===== src/rtl/riscv_pipe_pkg.sv =====
// Shared types and constants for the 5-stage pipeline control path.
package riscv_pipe_pkg;

  typedef enum logic [1:0] {
    RUN      = 2'd0,
    FLUSH    = 2'd1,
    MEM_WAIT = 2'd2,
    HALT     = 2'd3
  } hazard_state_t;

  localparam logic [31:0] NOP_INSTR = 32'h00000013;
  localparam int          PERF_W    = 32;

  function automatic logic [PERF_W-1:0] sat_inc(input logic [PERF_W-1:0] value);
    return (&value) ? value : value + 1'b1;
  endfunction

endpackage


===== src/rtl/load_use_detect.sv =====
// Load-use compare between the ID source registers and a load in EX; x0 never hazards.
// Purely combinational, no backpressure.
module load_use_detect (
  input  logic [4:0] id_rs1,
  input  logic [4:0] id_rs2,
  input  logic       id_uses_rs2,
  input  logic [4:0] ex_rd,
  input  logic       ex_mem_read,
  output logic       load_use
);

  logic rs1_hit;
  logic rs2_hit;

  assign rs1_hit  = (ex_rd == id_rs1);
  assign rs2_hit  = id_uses_rs2 & (ex_rd == id_rs2);
  assign load_use = ex_mem_read & (ex_rd != 5'd0) & (rs1_hit | rs2_hit);

endmodule


===== src/rtl/pipeline_hazard_ctrl.sv =====
// Stall/flush sequencer: outputs decode state and inputs in the same cycle; dmem not-ready freezes the pipe.
// Optional perf counters when HAZARD_PERF_EN is defined.
module pipeline_hazard_ctrl
  import riscv_pipe_pkg::*;
#(
  parameter int FLUSH_CYCLES = 1,
  parameter int MEM_TIMEOUT  = 15
) (
  input  logic              clk,
  input  logic              reset,
  input  logic [4:0]        id_rs1,
  input  logic [4:0]        id_rs2,
  input  logic              id_uses_rs2,
  input  logic [4:0]        ex_rd,
  input  logic              ex_mem_read,
  input  logic              ex_redirect,
  input  logic              dmem_req,
  input  logic              dmem_ready,
  output logic              pc_write_en,
  output logic              if_id_write_en,
  output logic              if_id_flush,
  output logic              id_ex_bubble,
  output logic              ex_mem_hold,
  output logic              mem_timeout
`ifdef HAZARD_PERF_EN
  ,
  output logic [PERF_W-1:0] perf_load_stalls,
  output logic [PERF_W-1:0] perf_flush_cycles,
  output logic [PERF_W-1:0] perf_mem_wait_cycles
`endif
);

  localparam int             FC_W    = (FLUSH_CYCLES < 1) ? 1 : $clog2(FLUSH_CYCLES + 1);
  localparam logic [FC_W-1:0] FC_INIT = FC_W'(FLUSH_CYCLES);
  localparam logic [FC_W-1:0] FC_ONE  = FC_W'(1);
  localparam logic [3:0]      TO_LIM  = 4'(MEM_TIMEOUT);

  hazard_state_t   state, state_n;
  logic [3:0]      wait_cnt, wait_n;
  logic [FC_W-1:0] flush_cnt, flush_n;
  logic            redir_pend, pend_n;
  logic            load_use;
  logic            mem_stall;
  logic            run_dec;
  logic            flush_dec;
  logic            redir_eff;

  load_use_detect u_load_use (
    .id_rs1      (id_rs1),
    .id_rs2      (id_rs2),
    .id_uses_rs2 (id_uses_rs2),
    .ex_rd       (ex_rd),
    .ex_mem_read (ex_mem_read),
    .load_use    (load_use)
  );

  assign mem_stall = dmem_req & ~dmem_ready;
  // A redirect held in EX across a memory wait is replayed on the ready cycle.
  assign redir_eff = ex_redirect | ((state == MEM_WAIT) & redir_pend);

  always_ff @(posedge clk or posedge reset) begin
    if (reset) begin
      state      <= RUN;
      wait_cnt   <= '0;
      flush_cnt  <= '0;
      redir_pend <= 1'b0;
    end else begin
      state      <= state_n;
      wait_cnt   <= wait_n;
      flush_cnt  <= flush_n;
      redir_pend <= pend_n;
    end
  end

  always_comb begin
    state_n        = state;
    wait_n         = wait_cnt;
    flush_n        = flush_cnt;
    pend_n         = 1'b0;
    run_dec        = 1'b0;
    flush_dec      = 1'b0;
    pc_write_en    = 1'b0;
    if_id_write_en = 1'b0;
    if_id_flush    = 1'b0;
    id_ex_bubble   = 1'b0;
    ex_mem_hold    = 1'b0;

    unique case (state)
      RUN: begin
        if (mem_stall) begin
          ex_mem_hold = 1'b1;
          state_n     = MEM_WAIT;
          wait_n      = 4'd1;
          pend_n      = ex_redirect;
        end else begin
          run_dec = 1'b1;
        end
      end
      FLUSH: begin
        if (mem_stall) begin
          ex_mem_hold = 1'b1;
          state_n     = MEM_WAIT;
          wait_n      = 4'd1;
        end else begin
          flush_dec = 1'b1;
        end
      end
      MEM_WAIT: begin
        if (dmem_ready) begin
          wait_n = '0;
          // A non-zero flush count means the wait interrupted a FLUSH sequence.
          if (flush_cnt != '0) flush_dec = 1'b1;
          else                 run_dec   = 1'b1;
        end else if (wait_cnt == TO_LIM) begin
          ex_mem_hold = 1'b1;
          state_n     = HALT;
        end else begin
          ex_mem_hold = 1'b1;
          wait_n      = wait_cnt + 4'd1;
          pend_n      = redir_pend | (ex_redirect & (flush_cnt == '0));
        end
      end
      HALT: begin
        ex_mem_hold = 1'b1;
      end
      default: state_n = RUN;
    endcase

    if (run_dec) begin
      state_n = RUN;
      if (redir_eff) begin
        pc_write_en  = 1'b1;
        if_id_flush  = 1'b1;
        id_ex_bubble = 1'b1;
        if (FLUSH_CYCLES > 0) begin
          state_n = FLUSH;
          flush_n = FC_INIT;
        end
      end else if (load_use) begin
        id_ex_bubble = 1'b1;
      end else begin
        pc_write_en    = 1'b1;
        if_id_write_en = 1'b1;
      end
    end

    if (flush_dec) begin
      pc_write_en  = 1'b1;
      if_id_flush  = 1'b1;
      id_ex_bubble = 1'b1;
      flush_n      = flush_cnt - FC_ONE;
      state_n      = (flush_cnt == FC_ONE) ? RUN : FLUSH;
    end

    if (reset) begin
      pc_write_en    = 1'b0;
      if_id_write_en = 1'b0;
      if_id_flush    = 1'b1;
      id_ex_bubble   = 1'b1;
      ex_mem_hold    = 1'b0;
    end
  end

  assign mem_timeout = (state == HALT) & ~reset;

`ifdef HAZARD_PERF_EN
  logic lu_stall_cyc;

  // Only a load-use stall produces a bubble without flush and with the PC held.
  assign lu_stall_cyc = id_ex_bubble & ~if_id_flush & ~pc_write_en;

  always_ff @(posedge clk or posedge reset) begin
    if (reset) begin
      perf_load_stalls     <= '0;
      perf_flush_cycles    <= '0;
      perf_mem_wait_cycles <= '0;
    end else begin
      if (lu_stall_cyc)       perf_load_stalls     <= sat_inc(perf_load_stalls);
      if (if_id_flush)        perf_flush_cycles    <= sat_inc(perf_flush_cycles);
      if (state == MEM_WAIT)  perf_mem_wait_cycles <= sat_inc(perf_mem_wait_cycles);
    end
  end
`endif

endmodule


===== config.mk =====
export PLATFORM = sky130hd
export DESIGN_NAME = pipeline_hazard_ctrl
export DESIGN_NICKNAME = d
export VERILOG_FILES = /design/src/rtl/riscv_pipe_pkg.sv /design/src/rtl/load_use_detect.sv /design/src/rtl/pipeline_hazard_ctrl.sv
export SDC_FILE = /design/constraint.sdc
export NUM_CORES = 1
export LEC_CHECK = 0
export ABC_CLOCK_PERIOD_IN_PS = 5500
export CAP_MARGIN = 40
export CORE_MARGIN = 2
export CORE_UTILIZATION = 47
export DETAILED_ROUTE_END_ITERATION = 8
export PLACE_DENSITY = 0.92
export SETUP_SLACK_MARGIN = 0.2
export SYNTH_ARGS = -nofsm -noshare
export SYNTH_HDL_FRONTEND = slang
export SYNTH_SLANG_ARGS = --single-unit

===== constraint.sdc =====
create_clock -name clk -period 5.5 [get_ports clk]
set_clock_uncertainty 0.2 [all_clocks]
set_input_delay 1.1 -clock clk [delete_from_list [all_inputs] [get_ports clk]]
set_output_delay 1.1 -clock clk [all_outputs]
set_load 0.05 [all_outputs]

# == After elaboration in Yosys (flattened, before gate mapping) ==
# Cells that the tools add are included.
# totals
out_inout_bits,6
regBits,8
word_cells,87
input_bits,22
# classes
n_addsub,2
reduce_logical,10
bitwise_logic,13
mux,47
n_eq_ne,11
# op_table
op,count
1-bit two-way mux,33
4-bit two-way mux,3
5-bit equality test,2
2-bit two-way mux,5
4-bit case mux with 2 select lines,1
1-bit AND,7
1-bit case mux with 2 select lines,3
2-bit nonzero test,3
5-bit nonzero test,1
"4-bit by 1-bit adder with 4-bit output, second input constant",1
"2-bit equality test, second input constant",2
"4-bit equality test, second input constant",1
"4-bit by 1-bit inequality test with 1-bit output, second input constant",1
"4-bit by 3-bit inequality test with 1-bit output, second input constant",1
"4-bit inequality test, second input constant",1
2-bit case mux with 2 select lines,1
4-bit AND reduction,1
4-bit nonzero test,1
"3-bit inequality test, second input constant",1
1-bit NOT,3
1-bit bitwise OR,3
1-bit case mux with 3 select lines,1
3-bit AND reduction,1
"2-bit by 1-bit equality test with 1-bit output, second input constant",1
5 further kinds,5

# == Longest topological paths before layout ==
# depth
word_depth,9
ltp_mapped,6
ltp_nobuf,6

# == By module ==
# Synthesis repeated with hierarchy kept, for this count alone.
# hier_totals
cells_unflattened,99
hier_area_um2,864.6
# by_module_without_submodules
mod,cells_each,seq_area_each_um2,n_inst,area_per_inst_um2
pipeline_hazard_ctrl,82,200.2,1,732.0
load_use_detect,17,0.0,1,132.6

# == Worst setup path before layout ==
# Ideal clock, no wire load.
# synth_timing
path_kind,input port to output port
from,in ex_rd[1]
to,out pc_write_en
path_buffers,0
required_ps,4200
t_arrival_ps,3094
cell_stages,3
path_slack_ps,1106
path_cell_list,or4_1 -> o21a_1 -> a311oi_1
# synth_via
elab_chain_cells,9
word_cells_on_any_way,12
classes_between,eq/ne: 2; mux: 5; bitwise: 4; reduce/logical: 1
# synth_lines
element,line,rtl
from (decl),pipeline_hazard_ctrl.sv:14,"input logic [4:0] ex_rd,"
5-bit equality test,load_use_detect.sv:16,assign rs2_hit = id_uses_rs2 & (ex_rd == id_rs2);
1-bit AND,load_use_detect.sv:16,
1-bit bitwise OR,load_use_detect.sv:17,assign load_use = ex_mem_read & (ex_rd != 5'd0) & (rs1_hit | rs2_hit);
1-bit AND (*),load_use_detect.sv:17,
1-bit two-way mux (*),pipeline_hazard_ctrl.sv:139,end else if (load_use) begin
1-bit two-way mux (*),pipeline_hazard_ctrl.sv:131,if (redir_eff) begin
1-bit two-way mux (*),pipeline_hazard_ctrl.sv:129,if (run_dec) begin
1-bit two-way mux (*),pipeline_hazard_ctrl.sv:147,if (flush_dec) begin
1-bit two-way mux (*),pipeline_hazard_ctrl.sv:155,if (reset) begin
to (decl),pipeline_hazard_ctrl.sv:19,"output logic pc_write_en,"
# Mark *: on every way between the ends. The rest lies on a longest branch, timed or not.

# == Worst setup path after layout ==
# layout_timing
from,in ex_rd[1]
to,out if_id_write_en
# layout_via
elab_chain_cells,8
word_cells_on_any_way,11
classes_between,eq/ne: 2; mux: 4; bitwise: 4; reduce/logical: 1
# layout_lines
element,line,rtl
5-bit equality test,load_use_detect.sv:16,
1-bit AND,load_use_detect.sv:16,
1-bit bitwise OR,load_use_detect.sv:17,
1-bit AND (*),load_use_detect.sv:17,
1-bit two-way mux (*),pipeline_hazard_ctrl.sv:139,
1-bit two-way mux (*),pipeline_hazard_ctrl.sv:131,
1-bit two-way mux (*),pipeline_hazard_ctrl.sv:129,
1-bit two-way mux (*),pipeline_hazard_ctrl.sv:155,
to (decl),pipeline_hazard_ctrl.sv:20,"output logic if_id_write_en,"
# Marks and branches as above.

==> impl_metrics.ini <==
[outcome]
outcome = finished, final reports clean

[clock_network]
clk_pin_slew_ps = 50
clockBufferDepth = 2
cts_buffers = 3
cts_root_buf = clkbuf_4
clock-sinks = 8
cts_tree = done
cts.repair.resized = 0
hold_buffers = 0
clk_latency_ps = 270
cts_setup_buffers = 0
cts.htree.levels = 1

[logic_synthesis]
avgSynthCellArea_um2 = 8.48
yosysWarnings = 0
synthesis.nets = 120
synth_cells = 93
ys_seq_elements = 8
synth_top_flop_cell = dfrtp_1
synth_cell_types = 36
synth_edf_count = 0
ys_async_sr_fraction_pct = 100
synth_area_um2 = 788
seq_area_frac_synth_pct = 25.4

[detailed_routing]
vias = 879
ant_nets = 0
wl_per_cell_um = 16.4
vias_per_cell = 6.37
drt_iter0_drc = 41
routed_wl_um = 2260
drt_first_pass_iters = 4
wl_met3_um = 161
routedLengthMet1_um = 895
drc = 0
maxUsedRoutingLayer = met4
wl_met2_um = 1140

[global_routing]
track_usage_pct = 25.7
grt-ovfl-total = 0
grt_pass1_vias = 904
antenna_found_initial = 0
grt_pass1_wl_um = 3780
grt_max_degree = 12

[placement]
dp_hpwl_um = 1880
gp_congestion = 0.923
placed_cells = 135
dp_worst_setup_slack_ps = 567
port_buffers = 27

[final_layout]
area_growth_pct = 39.0
final_cell_mix = clkdlybuf4s50_1, a21oi_1, xnor2_1, dfrtp_1, inv_1
final_common_cell = clkdlybuf4s50_1
num_antenna_cells = 0
ff_latch_area_um2 = 200
multi_input_area_um2 = 557
nNetsFinal = 151
drive_gt1_share_pct = 6.56
layoutNonFillerInstCount = 138
nFillCells = 120
postLayoutCoreUtil_pct = 71.1

[sta]
fmaxAchievable_mhz = 202
relSlewSlack_pct = 65.3
drv_slew = 0
setup_tns_ps = 0
rsz0062_at_grt = false
max_slew.worst_pin.slew_ps = 518
finalCritPeriodShare_pct = 90.0
hold_violations = 0
final-setup-viol-count = 0
finalCriticalPeriod_ps = 4950
timing.final.ws_setup_ps = 551

[floorplanning]
die-area_mm2 = 0.00202
core_area_mm2 = 0.00154
rows = 14
ios = 28
die_w_um = 45.0
die_h_um = 45.0
start_util_pct = 51.1

[worst_setup_path]
end_kind = output port
crit_arrival_ps = 3650
critPathBufInv = 2
cp_common_cell = clkdlybuf4s50_1
critical_path_class = primary input to output port
cp.required_ps = 4200
crit_chain = clkdlybuf4s50_1 -> or4_1 -> o21a_1 -> a2111oi_2 -> clkdlybuf4s50_1
startpoint_type = primary input
max_stage_delay_ps = 880
cp_max_fo = 3
cp_top_family = buffers and inverters
cp_slowest_cell = clkdlybuf4s50_1

[pwr]
power_frac_seq_pct = 21.0
p_sw_share_pct = 49.2
power.switching_uw = 241
power_density_mw_per_mm2 = 447
p_int_uw = 249
leakagePower_uw = 0.000440
p_clk_share_pct = 9.7
vdd_drop_max_v = 0.000241
p_total_uw = 490
p_comb_share_pct = 69.4

[flow_run]
maxCapViolCount = 0

[hold_path]
hp-class = flip-flop to flip-flop
metrics by stage:
step	hold slack (ps)	area, um^2
5_1_grt	366	1100
3_3_place_gp	302	1070
3_5_place_dp	321	1070
4_1_cts	329	1100
6_report	329	1100
2_1_floorplan	283	788
power groups by stage:
stage / clock [uW] / sequential (uW) / combinational, uW
2_1_floorplan: 0 / 97.8 / 244
3_3_place_gp: 0 / 101 / 321
3_5_place_dp: 0 / 104 / 335
4_1_cts: 47.9 / 103 / 336
5_1_grt: 51.3 / 107 / 367
6_report: 47.3 / 103 / 340
cell usage after synthesis, types with 2 or more instances:
| cell type | number | share of area [%] |
|---|---|---|
| a21oi_1 | 10 | 6.3 |
| xnor2_1 | 10 | 11 |
| dfrtp_1 | 8 | 25 |
| inv_1 | 7 | 3.3 |
| ha_1 | 5 | 7.9 |
| nand2_1 | 5 | 2.4 |
| nor2_1 | 4 | 1.9 |
| o22ai_1 | 4 | 3.2 |
| and2_1 | 3 | 2.4 |
| and3_1 | 3 | 2.4 |
| nor2b_1 | 3 | 2.4 |
| a311o_1 | 2 | 2.5 |
| nand2b_1 | 2 | 1.6 |
| nand3_1 | 2 | 1.3 |
| o21a_1 | 2 | 1.9 |
| o21ai_0 | 2 | 1.3 |
| o21bai_1 | 2 | 1.9 |
cells by family (layout without fill, tap and decap cells):
family,after synthesis,count (layout),share of synthesized area (%)
AOI/OAI and AO/OA,36,36,33.3
xor gates and xnor gates,10,10,11.1
adders and majority gates,5,5,7.94
buffers and inverters,8,37,3.97
DFF,8,8,25.4
muxes,1,1,1.43
and+or+nand+nor,25,25,16.8
flip-flops by register name, indices dropped and copies added, names as in the netlist:
name and cells:
redir_pend 1, flush_cnt 1, state 2, wait_cnt 4
layer usage:
layer / vias up / track usage (%)
met3: 10 / 9.20
met2: 41 / 41.7
met5: - / 0
li1: 410 / -
met1: 418 / 30.6
met4: 0 / 11.2
path summary, 6_finish.rpt:
| kind | cells after the start | slack (ps) | to | from |
|---|---|---|---|---|
| max | 5 | 550 | if_id_write_en | ex_rd[1] |
| max in group asynchronous | 2 | 3780 | wait_cnt[2] | reset |
| min in group asynchronous | 2 | 1050 | flush_cnt | reset |
| max reg2reg | 6 | 3200 | state[1] | state[0] |
| min reg2reg | 1 | 330 | wait_cnt[1] | wait_cnt[1] |
| min | 1 | 330 | wait_cnt[1] | wait_cnt[1] |
layout make-up:
class	instances	share of cell area [%]
sequential	8	18.3
clock buffer	3	2.05
tap	16	1.83
timing repair buffer	27	24.7
inverter	7	2.40
multi-input combinational	77	50.8
Power figures use the tool's default switching activity.
